[config.mk]
export PLATFORM = sky130hd
export DESIGN_NAME = keypad_matrix_scanner
export DESIGN_NICKNAME = d
export VERILOG_FILES = /design/src/rtl/keypad_pkg.sv /design/src/rtl/keypad_matrix_scanner_fifo.sv /design/src/rtl/keypad_matrix_scanner.sv
export SDC_FILE = /design/constraint.sdc
export NUM_CORES = 1
export LEC_CHECK = 0
export CORE_MARGIN = 2
export CORE_UTILIZATION = 35
export DETAILED_ROUTE_END_ITERATION = 7
export SYNTH_ARGS = -nofsm -noshare
export SYNTH_HDL_FRONTEND = slang
export SYNTH_SLANG_ARGS = --single-unit
[constraint.sdc]
create_clock -name clk -period 3.6 [get_ports clk]
set_clock_uncertainty 0.1 [all_clocks]
set_input_delay 0.54 -clock clk [delete_from_list [all_inputs] [get_ports clk]]
set_output_delay 0.54 -clock clk [all_outputs]
set_load 0.005 [all_outputs]
[src/rtl/keypad_pkg.sv]
// Shared constants and event payload for the keypad matrix scanner.
package keypad_pkg;

   localparam int unsigned KEY_ROWS  = 4;
   localparam int unsigned KEY_COLS  = 4;
   localparam int unsigned KEY_COUNT = 16;
   localparam int unsigned KEY_IDX_W = 4;

   // One press/release event as queued for game logic.
   typedef struct packed {
      logic                 press;
      logic [KEY_IDX_W-1:0] code;
   } key_event_t;

   // Matrix positions of the game keys.
   localparam logic [KEY_IDX_W-1:0] KEY_LEFT  = 4'd4;
   localparam logic [KEY_IDX_W-1:0] KEY_FIRE  = 4'd5;
   localparam logic [KEY_IDX_W-1:0] KEY_RIGHT = 4'd6;

endpackage

[src/rtl/keypad_matrix_scanner_fifo.sv]
// Synchronous event FIFO with registered head, empty and full flags.
module key_event_fifo
   import keypad_pkg::*;
#(
   parameter int unsigned FIFO_DEPTH = 8
) (
   input  logic       clk,
   input  logic       reset,
   input  logic       push,
   input  key_event_t din,
   input  logic       pop,
   output logic       full,
   output logic       empty,
   output key_event_t head
);

   localparam int unsigned AW = (FIFO_DEPTH > 1) ? $clog2(FIFO_DEPTH) : 1;
   localparam int unsigned CW = AW + 1;

   key_event_t    mem [FIFO_DEPTH];
   logic [AW-1:0] rd_ptr, wr_ptr, rd_ptr_next, wr_ptr_next;
   logic [CW-1:0] count, count_next;
   logic          do_push, do_pop;
   key_event_t    head_next;

   // Next-state pointers/count; head comes from the bypass when the pushed entry becomes the head.
   always_comb begin
      do_pop      = pop && !empty;
      do_push     = push && (!full || do_pop);
      rd_ptr_next = rd_ptr + (do_pop  ? AW'(1) : AW'(0));
      wr_ptr_next = wr_ptr + (do_push ? AW'(1) : AW'(0));
      count_next  = count + CW'(do_push) - CW'(do_pop);
      if (count_next == '0)
         head_next = '0;
      else if (do_push && ((count - CW'(do_pop)) == '0))
         head_next = din;
      else
         head_next = mem[rd_ptr_next];
   end

   // Storage array, no reset needed.
   always_ff @(posedge clk) begin
      if (do_push) mem[wr_ptr] <= din;
   end

   // Pointers, occupancy and registered head/flags.
   always_ff @(posedge clk or negedge reset) begin
      if (!reset) begin
         rd_ptr <= '0;
         wr_ptr <= '0;
         count  <= '0;
         empty  <= 1'b1;
         full   <= 1'b0;
         head   <= '0;
      end else begin
         rd_ptr <= rd_ptr_next;
         wr_ptr <= wr_ptr_next;
         count  <= count_next;
         empty  <= (count_next == '0);
         full   <= (count_next == CW'(FIFO_DEPTH));
         head   <= head_next;
      end
   end

endmodule

[src/rtl/keypad_matrix_scanner.sv]
// 4x4 active-low keypad scanner: column strobe, frame debounce, event queue.
module keypad_matrix_scanner
   import keypad_pkg::*;
#(
   parameter int unsigned SCAN_DIV        = 16,
   parameter int unsigned DEBOUNCE_FRAMES = 4,
   parameter int unsigned FIFO_DEPTH      = 8
) (
   input  logic        clk,
   input  logic        reset,
   output logic [3:0]  col_out,
   input  logic [3:0]  row_in,
   output logic        key_valid,
   input  logic        key_ready,
   output logic [3:0]  key_code,
   output logic        key_press,
   output logic [15:0] key_state,
   output logic        overflow,
   input  logic        ovf_clr
);

   localparam int unsigned DW = (SCAN_DIV > 1) ? $clog2(SCAN_DIV) : 1;
   localparam int unsigned SW = $clog2(DEBOUNCE_FRAMES + 1);
   localparam logic [DW-1:0] DWELL_LAST = DW'(SCAN_DIV - 1);
   localparam logic [SW-1:0] STAB_MAX   = SW'(DEBOUNCE_FRAMES);

   logic [3:0]           row_meta, row_sync;
   logic                 scan_on;
   logic [DW-1:0]        dwell_cnt;
   logic [1:0]           col_idx;
   logic [KEY_COUNT-1:0] raw_next, raw_prev, frame, pending, pending_next;
   logic [SW-1:0]        stab_cnt, stab_next;
   logic                 upd_req;
   logic                 sample, commit;
   logic [3:0]           bit_idx;
   logic                 ev_valid, push_ok, drop;
   logic [3:0]           ev_idx;
   key_event_t           ev, head;
   logic                 fifo_full, fifo_empty, fifo_pop;

   // Two-flop synchroniser on the row returns (idle rows read high).
   always_ff @(posedge clk or negedge reset) begin
      if (!reset) begin
         row_meta <= 4'hF;
         row_sync <= 4'hF;
      end else begin
         row_meta <= row_in;
         row_sync <= row_meta;
      end
   end

   // Column strobe: one-cold rotation, SCAN_DIV cycles per column.
   always_ff @(posedge clk or negedge reset) begin
      if (!reset) begin
         scan_on   <= 1'b0;
         dwell_cnt <= '0;
         col_idx   <= '0;
         col_out   <= 4'b1111;
      end else if (!scan_on) begin
         scan_on <= 1'b1;
         col_out <= 4'b1110;
      end else if (dwell_cnt == DWELL_LAST) begin
         dwell_cnt <= '0;
         col_idx   <= col_idx + 2'd1;
         col_out   <= {col_out[2:0], col_out[3]};
      end else begin
         dwell_cnt <= dwell_cnt + DW'(1);
      end
   end

   // Frame assembly, debounce count and lowest-index event selection.
   always_comb begin
      sample  = scan_on && (dwell_cnt == DWELL_LAST);
      commit  = sample && (col_idx == 2'd3);
      frame   = raw_next;
      bit_idx = '0;
      for (int r = 0; r < int'(KEY_ROWS); r++) begin
         bit_idx        = 4'(r * int'(KEY_COLS)) + {2'b00, col_idx};
         frame[bit_idx] = ~row_sync[2'(r)];
      end
      if (frame != raw_prev)
         stab_next = SW'(1);
      else if (stab_cnt == STAB_MAX)
         stab_next = stab_cnt;
      else
         stab_next = stab_cnt + SW'(1);

      ev_valid = |pending;
      ev_idx   = '0;
      for (int i = int'(KEY_COUNT) - 1; i >= 0; i--) begin
         if (pending[4'(i)]) ev_idx = 4'(i);
      end
      ev.code  = ev_idx;
      ev.press = key_state[ev_idx];

      fifo_pop = key_ready && !fifo_empty;
      push_ok  = ev_valid && (!fifo_full || fifo_pop);
      drop     = ev_valid && !push_ok;

      pending_next = pending;
      if (ev_valid) pending_next[ev_idx] = 1'b0;
      if (upd_req)  pending_next = pending_next | (raw_prev ^ key_state);
   end

   // Raw sampling, frame commit and debounced state update.
   always_ff @(posedge clk or negedge reset) begin
      if (!reset) begin
         raw_next  <= '0;
         raw_prev  <= '0;
         stab_cnt  <= '0;
         upd_req   <= 1'b0;
         key_state <= '0;
         pending   <= '0;
      end else begin
         if (sample) raw_next <= frame;
         if (commit) begin
            raw_prev <= frame;
            stab_cnt <= stab_next;
            upd_req  <= (stab_next == STAB_MAX) && (frame != key_state);
         end else begin
            upd_req  <= 1'b0;
         end
         if (upd_req) key_state <= raw_prev;
         pending <= pending_next;
      end
   end

   // Sticky drop flag; a drop wins over a simultaneous clear.
   always_ff @(posedge clk or negedge reset) begin
      if (!reset)       overflow <= 1'b0;
      else if (drop)    overflow <= 1'b1;
      else if (ovf_clr) overflow <= 1'b0;
   end

   key_event_fifo #(
      .FIFO_DEPTH (FIFO_DEPTH)
   ) u_fifo (
      .clk   (clk),
      .reset (reset),
      .push  (push_ok),
      .din   (ev),
      .pop   (fifo_pop),
      .full  (fifo_full),
      .empty (fifo_empty),
      .head  (head)
   );

   assign key_valid = !fifo_empty;
   assign key_code  = head.code;
   assign key_press = head.press;

endmodule

# Word level (Yosys, flattened, before mapping)
# Memory sizes are Yosys's and may differ from the RTL's.
# Index checks and enable logic that the tools add are counted.
[word_totals]
reg_bits = 101
output_inout_bits = 27
ramBits = 40
wordCells = 120
inputBits = 8
memories = 1
[op_classes]
order_cmp = 10
bitwise = 6
n_eq_ne = 8
reduce_logical = 24
n_addsub = 11
muxes = 40
[memory_table]
columns = ["memory", "depth", "word_bits", "read_ports", "rd_ports_with_merged_regs", "wr", "line", "text"]
rows = [
  ["u_fifo.mem", 8, 5, 1, 0, 1, "keypad_matrix_scanner_fifo.sv:20", "key_event_t mem [FIFO_DEPTH];"],
]
[ops]
columns = ["cell", "n"]
rows = [
  ["16-bit bitwise mux", 4],
  ["4-bit two-way mux", 11],
  ["16-bit two-way mux", 2],
  ["16-bit inequality test", 2],
  ["4-bit by 5-bit < comparator with 1-bit output (second input constant)", 4],
  ["16-bit bitwise AND", 1],
  ["1-bit demux with 4-bit select", 4],
  ["4-bit by 1-bit greater-or-equal comparator with 1-bit output (second input constant)", 4],
  ["16-bit NOT", 1],
  ["16-bit bitwise OR", 1],
  ["16-bit OR reduction", 1],
  ["16-bit bitwise XOR", 1],
  ["1-bit logical AND", 14],
  ["1-bit two-way mux", 13],
  ["5-bit two-way mux", 2],
  ["4-bit equality test (second input constant)", 2],
  ["4-bit logical NOT", 2],
  ["4-bit by 1-bit subtractor with 4-bit output", 2],
  ["3-bit adder", 2],
  ["3-bit equality test (second input constant)", 2],
  ["3-bit two-way mux", 2],
  ["2-bit by 5-bit < comparator with 1-bit output (second input constant)", 1],
  ["3-bit by 2-bit adder with 4-bit output (first input constant)", 1],
  ["3-bit by 3-bit adder with 4-bit output (first input constant)", 1],
  ["15 further kinds", 19],
]

# Logic depth before layout (Yosys ltp)
[depth]
depth_word = 17
depth_mapped = 10
depth_no_buf = 10

# Hierarchy
# Synthesis repeated with hierarchy kept, for this count alone.
[hier_totals]
cells_unflattened = 517
area_unflattened_um2 = 6562.5
[modules_own_cells]
columns = ["module", "area_per_inst_um2", "instances", "seq_area_each_um2", "cells_per_inst"]
rows = [
  ["keypad_matrix_scanner", 4157.7, 1, 2112.0, 378],
  ["key_event_fifo", 2404.8, 1, 1627.8, 139],
]

# Worst setup path after synthesis
# Ideal clock, no wire load.
[synth_timing]
path_kind = "register -> register"
start = "register pending[3]"
end = "register u_fifo.head[4] (netlist name)"
required_time_ns = 3.374
setup_time_ns = 0.126
period_less_slack_ns = 3.058
stages_incl_launch_ff = 11
arrival_time_ns = 2.832
slack_ns = 0.542
path_buffers = 0
cell_sequence = "dfrtp_1 > nor4_4 > and4_4 > a21boi_4 > ha_1 > fa_1 > xnor2_1 > or3_1 > nor2_1 > a21o_1 > a31oi_1"
[synth_rtl]
columns = ["element", "line", "text"]
rows = [
  ["start: declaration", "keypad_matrix_scanner.sv:31", "logic [KEY_COUNT-1:0] raw_next, raw_prev, frame, pending, pending_next;"],
  ["start signal: assignment", "keypad_matrix_scanner.sv:124", "pending <= pending_next;"],
]

==> summary.md <==
| Metric | Value |
|---|---|
| Min cycle time layout | `3.019 ns` |
| Via count | `4009` |
| Synth warnings | `0` |
| First-pass GRT wire length | `20920 um` |
| Skew-Pair Late Insertion Delay | `0.42 ns` |
| Core ar. | `17840 um^2` |
| 1st-iter DRT viols | `238` |
| Post-CTS Resized | `0` |
| Setup-failing EPs final | `0` |
| Root Driver | `clkbuf_16` |
| Status | `complete, no violations` |
| WL final | `12590 um` |
| GR Overflow Total | `0` |
| WP depth | `10` |
| Initial antenna violation count | `0` |
| Slew @ Worst Pin | `1.084 ns` |
| GPL Wtd Cong | `0.8128` |
| TritonCTS clock tree | `done` |
| Ys flop type | `dfrtp_1` |
| Fill count | `1638` |
| Biggest area consumer among synthesized cells | `dfrtp_1` |
| DR vias/cell | `4.925` |
| Top cells by area, synth | `dfrtp_1, edfxtp_1, ha_1, xor2_1, dfstp_2` |
| Critical path arrival | `3.21 ns` |
| DRC | `0` |
| Fin util | `42.22%` |
| Top delay family on crit path | `simple AND/OR/NAND/NOR gates` |
| Peak supply drop | `371.4 uV` |
| Final HPWL DP | `8741 um` |
| Worst Setup Start Kind | `register` |
| HP Class | `in2async` |
| Syn nets | `557` |
| Max-slew violations | `0` |
| Htree depth | `4` |
| Hold WS | `0.02791 ns` |
| P per Cell Area | `627.1 nW/um^2` |
| Synth Cell Area | `6316 um^2` |
| Leak pwr | `3.281 nW` |
| DIE WIDTH | `138.3 um` |
| Initial core utilization | `35.40%` |
| Slew headroom | `27.73%` |
| Commonest non-fill, non-tap cells in the layout | `dfrtp_1, nand2_1, edfxtp_1` |
| Post-synthesis async set-or-reset flop share | `75.76%` |
| First drt pass iteration count | `4` |
| Crit path buf inv count | `1` |
| Clock Pin Slew Worst Setup and Hold Paths | `0.06 ns` |
| Clock buffer depth | `2` |
| MaxCap Viol Count | `0` |
| TritonCTS Buffers | `17` |
| Maximum number of pins on one net before global-route repair | `54` |
| Setup TNS | `0 ns` |
| Layout area overhead | `19.26%` |
| Crit. End Element | `register` |
| Antenna Nets Post-Route | `0` |
| Final hold vios | `0` |
| Die Area | `19140 um^2` |
| Synth Register Bits | `132` |
| Post-synthesis sequential area ratio | `55.01%` |
| Synth Area per Inst | `11.98 um^2` |
| CTS Sinks | `132` |
| Fin crit share | `83.87%` |
| Critical path class | `reg2reg` |
| RSZ-0062 raised after global routing | `false` |
| Postcts setup bufs | `0` |
| Fmax | `0.3312 GHz` |
| PortBufs | `31` |
| Cts hold-fix bufs | `0` |
| Crit-path cells | `nor4_1 -> and4_4 -> a21boi_4 -> ha_1 -> fa_1 -> xnor2_1 -> or3_1 -> nor2_1 -> buf_4 -> a211oi_2` |
| Share of the synthesized area in the top cell type | `36.05%` |
| Slowest stage delay, CP | `0.51 ns` |
| DR WL/cell | `15.47 um` |
| Post-synthesis cell type count | `61` |
| Die height | `138.3 um` |
| Vias in the first global route | `4081` |
| Share of cells above drive strength 1 | `16.41%` |
| Crit-path slowest cell | `nor4_1` |
| Rows | `49` |
| Final setup margin | `0.5805 ns` |
| Setup slack at placement | `0.3223 ns` |
| CP max FO | `4` |
| Critical Path RT | `3.79 ns` |
| Final #Nets | `602` |
| Syn Inst Count | `527` |
| Most common cell after layout, fill and taps aside | `dfrtp_1` |
| Worst reg2reg path depth | `10` |
| Antenna cells | `0` |
| Gr usage total | `13.77%` |
| Ports | `35` |
| Number of flops mapped to enable cells by yosys | `32` |
-- state kept, by name, summed over array words and instances (netlist names), 4 cells and up --
name,count
dwell_cnt,4
col_out,4
key_state,16
u_fifo.head,4
raw_next,16
raw_prev,16
pending,16
u_fifo.mem,32
u_fifo.count,4
-- per-stage QoR --
step | total power [W] | cells | instance area, um^2
floorplan | 0.002696 | 527 | 6316
finish | 0.004723 | 814 | 7532
CTS | 0.004793 | 814 | 7532
detailed placement | 0.003033 | 782 | 6934
global route | 0.004998 | 814 | 7532
global placement | 0.002991 | 782 | 6934
-- worst register-to-register path, stage by stage (launching register included) --
cell and delay [ns]:
dfrtp_1 0.42, nor4_1 0.51, and4_4 0.34, a21boi_4 0.06
ha_1 0.23, fa_1 0.39, xnor2_1 0.15, or3_1 0.35
nor2_1 0.15, buf_4 0.17, a211oi_2 0.04
-- cell usage after synthesis (4+ instances only) --
cell type / count
mux4_2: 9
mux2i_1: 8
nand4_1: 4
a22o_1: 5
a21boi_0: 9
ha_1: 21
nand2b_1: 16
and2_1: 5
nand2_1: 56
xnor2_1: 13
nor2_1: 27
o21ai_1: 15
dfstp_2: 9
nor2b_1: 6
dfrtp_1: 91
clkbuf_1: 9
xor2_1: 29
nand3_1: 10
o32ai_1: 5
o21ai_0: 15
a31oi_1: 8
inv_1: 15
nor4bb_1: 4
mux2_2: 19
nor3_1: 8
edfxtp_1: 32
a21o_1: 11
a21oi_1: 11
-- per-layer routing --
| layer | wire [um] | vias up | global-route usage (%) | share of wire, % |
|---|---|---|---|---|
| met5 | 0 | - | 0 | 0 |
| met3 | 371 | 6 | 3.845 | 2.9 |
| met2 | 6187 | 55 | 22.90 | 49 |
| met4 | 92 | 0 | 4.082 | 0.73 |
| met1 | 5937 | 1979 | 17.62 | 47 |
| li1 | - | 1969 | - | - |
-- logic make-up (layout without fill, tap and decap cells) --
logic type / after synthesis / in the layout / share of synthesized area (%)
AO/OA/AOI/OAI: 95 / 95 / 10.34
XOR/XNOR: 42 / 42 / 5.824
adder cells (fa/ha/maj): 22 / 22 / 4.477
buffers and inverters: 33 / 91 / 2.080
flip-flops: 132 / 132 / 55.01
multiplexers: 36 / 36 / 7.865
other: 2 / 2 / 0.1189
AND/OR/NAND/NOR: 165 / 165 / 14.28
-- power by group --
part	internal [W]	switching (W)	total (W)
registers	0.00168	0.0000966	0.00177
logic	0.000586	0.000623	0.00121
clock network	0.00104	0.000702	0.00174
total	0.00330	0.00142	0.00472
-- layout make-up --
class,count,area [um^2],area share [%]
clock inverters,15,172.7,2.292
clock buffers,17,425.4,5.648
well taps,229,286.5,3.804
flip-flops and latches,132,3475,46.13
repair buffers,41,395.4,5.249
inverters,18,67.56,0.8970
multi-input cells,362,2710,35.98
-- path summary, 6_finish.rpt --
check / from / to / slack, ns
max: pending[6] / u_fifo.head[0] / 0.58
min: reset / u_fifo.head[1] / 0.03
max reg2reg: pending[6] / u_fifo.head[0] / 0.58
min reg2reg: row_meta[1] / row_sync[1] / 0.26
max in group asynchronous: reset / col_out[1] / 2.58
min in group clk: row_meta[1] / row_sync[1] / 0.26
Note: power is estimated with default switching activity, not from simulation.
==> patch (same flow settings) <==
`pending` no longer has a reset.
--- a/src/rtl/keypad_matrix_scanner.sv
+++ b/src/rtl/keypad_matrix_scanner.sv
@@ -110,7 +110,6 @@
          stab_cnt  <= '0;
          upd_req   <= 1'b0;
          key_state <= '0;
-         pending   <= '0;
       end else begin
          if (sample) raw_next <= frame;
          if (commit) begin
@@ -121,8 +120,11 @@
             upd_req  <= 1'b0;
          end
          if (upd_req) key_state <= raw_prev;
-         pending <= pending_next;
       end
+   end
+
+   always_ff @(posedge clk) begin
+      pending <= pending_next;
    end
 
    // Sticky drop flag; a drop wins over a simultaneous clear.
Check against the original RTL: same outputs for any inputs over 10 cycles, from zero or initial values and one cycle with reset low; that may be too few to reach the edited logic, so the function may still have changed.
==> patch against the unedited design <==
  * Sequential cell count did not move
  * Area after synthesis fell by 1.9%
  * Sequential share of layout area rose by 1.5 points
  * Critical path depth fell by 1
  * Design area fell by 3.2%
  * Setup slack got worse by 30 ps
  * Wire length fell by 4.9%
  * Power fell by 8.7%
  * Highest routed layer unchanged
  * Combinational power fell by 19%
  * Critical path type unchanged
==> patch: results (changes against the unedited design) <==
[yosys]
synth_area_leaders=dfrtp_1, edfxtp_1, ha_1, mux2_2, xor2_1
synth_compound_area_frac=0.0957  ; -0.00767
synthAdderAreaFrac=0.0456  ; +0.000877
netlist_top_cells_count=dfrtp_1, nand2_1, edfxtp_1
synth_cell_types=56  ; -8.2%
synth_edf_count=40  ; +25%
synth_mux_area_frac=0.0909  ; +0.0122
ys_seq_area_frac=0.561  ; +0.0108
yosys.area_share.xor_xnor=0.0705  ; +0.0122
synth-async-reset-ratio=0.636  ; -0.121
synth_nets=532  ; -4.5%
yosys_warnings=0  ; unchanged

[clocking]
cts.repair.resized=0  ; unchanged
cts_buffers=17  ; unchanged
clockBufferDepth=2  ; unchanged
clock_latency_ps=420  ; about the same
cts_max_level=4  ; unchanged
clk_pin_slew_ps=60  ; about the same
cts_root_buf=clkbuf_16
post_cts_buffers=0  ; unchanged

[worst_setup_path]
reg2reg_depth=9  ; -1
critPathLaunch=pending[8]$_DFFE_PP_
cp_max_fo=5  ; +1
arrival_ps=3230  ; +20 ps

[finish]
nNetsFinal=574  ; -4.7%
largest_register_ff_count=32  ; unchanged
insertedDiodeCount=0  ; unchanged
largest_register=u_fifo.mem
drive_gt1_frac=0.147  ; -0.0169

[placed_design]
gp_congestion=0.792  ; -2.6%
dp_hpwl_mm=8.27  ; -5.4%
dp_worst_setup_slack_ps=231  ; -91.1 ps
port_buffers=31  ; unchanged
placed_cell_area_sq_um=6770  ; -2.3%

[global_routing]
grt_pass1_wl_mm=20.3  ; -2.8%
grt_max_degree=85  ; +57%
antenna_found_initial=0  ; unchanged
grtUsageTotal=0.142  ; +0.00448
grt_pass1_vias=3988  ; -2.3%

[power_and_ir_drop]
ir_drop_uv=382  ; +2.7%
p_leak_uw=0.00297  ; -9.3%
p_int_uw=3070  ; -7.0%

[hold_path]
hold_path.class=in2async

[route]
wire_per_inst_um=15.3  ; -1.0%
first_pass_iters=4  ; unchanged
via_count=3934  ; -1.9%
drt_iter0_markers=194  ; -18%

[job]
max_cap_violations=0  ; unchanged

[status]
status=finished, final reports clean

[timing]
worst_slew_pin_slew_ps=1080  ; -7.28 ps

==> patch: cell types whose count changed in the layout (fill, tap and decap cells not counted), sizes merged, moves of 8 or more <==
cell,unedited run,this run
o21a,0,8
dfxtp,0,8
inv,24,16
edfxtp,32,40
a21o,11,2
xnor2,13,21
dfrtp,91,75
==> patch: layout make-up <==
| type | count | area, sq um |
|---|---|---|
| sequential | 132 | 3470 |
| clock buffer | 24 | 482 |
| fill | 1608 | 10000 |
| clock inverter | 8 | 32.5 |
| tap | 225 | 282 |
| timing repair buffer | 38 | 360 |
| inverter | 16 | 60.1 |
| multi-input combinational | 339 | 2600 |
==> patch: power by group through the flow <==
stage / combinational [uW] / clock, uW / sequential [uW]
CTS: 1000 / 1540 / 1830
global route: 1100 / 1610 / 1850
finish: 984 / 1500 / 1830
global placement: 961 / 0 / 1850
detailed placement: 1000 / 0 / 1850
floorplan: 760 / 0 / 1820
==> patch: path summary, 6_finish.rpt <==
check | slack (ps) | endpoint
hold reg to reg | 250 | row_sync[1]$_DFF_PN1_
setup / recovery | 550 | u_fifo.head[4]$_DFF_PN0_
setup reg to reg | 550 | u_fifo.head[4]$_DFF_PN0_
max in group asynchronous | 2490 | stab_cnt[0]$_DFFE_PN0P_
min in group clk | 250 | row_sync[1]$_DFF_PN1_
hold / removal | 230 | u_fifo.rd_ptr[1]$_DFF_PN0_
==> patch: logic make-up (layout without fill, tap and decap cells) <==
| logic type | Yosys count | after routing |
|---|---|---|
| AND/OR/NAND/NOR | 135 | 135 |
| flip-flops | 132 | 132 |
| AO/OA/AOI/OAI | 90 | 90 |
| XOR/XNOR | 49 | 49 |
| multiplexers | 41 | 41 |
| buffers and inverters | 31 | 86 |
| adder cells (fa/ha/maj) | 22 | 22 |
| other | 2 | 2 |
==> patch: worst max-delay path: stages, from the launching register on <==
cell and delay (ps):
edfxtp_1 400, nor4_1 620, a21boi_1 200, ha_1 260
fa_1 400, xnor2_1 160, or3_1 340, nor2_1 280
a21o_1 120, a31oi_1 40
==> patch: through the flow <==
stage	hold WS, ps	cells	total power [uW]
after floorplan	144	502	2580
after global placement	249	750	2810
after detailed placement	247	750	2850
after CTS	255	782	4370
after global routing	258	782	4560
final	225	782	4310
==> patch: layer usage <==
metal  track usage  share of wire
met1         0.182           0.46
met2         0.230           0.49
met3        0.0389          0.032
met4        0.0515         0.0098
met5             0              0
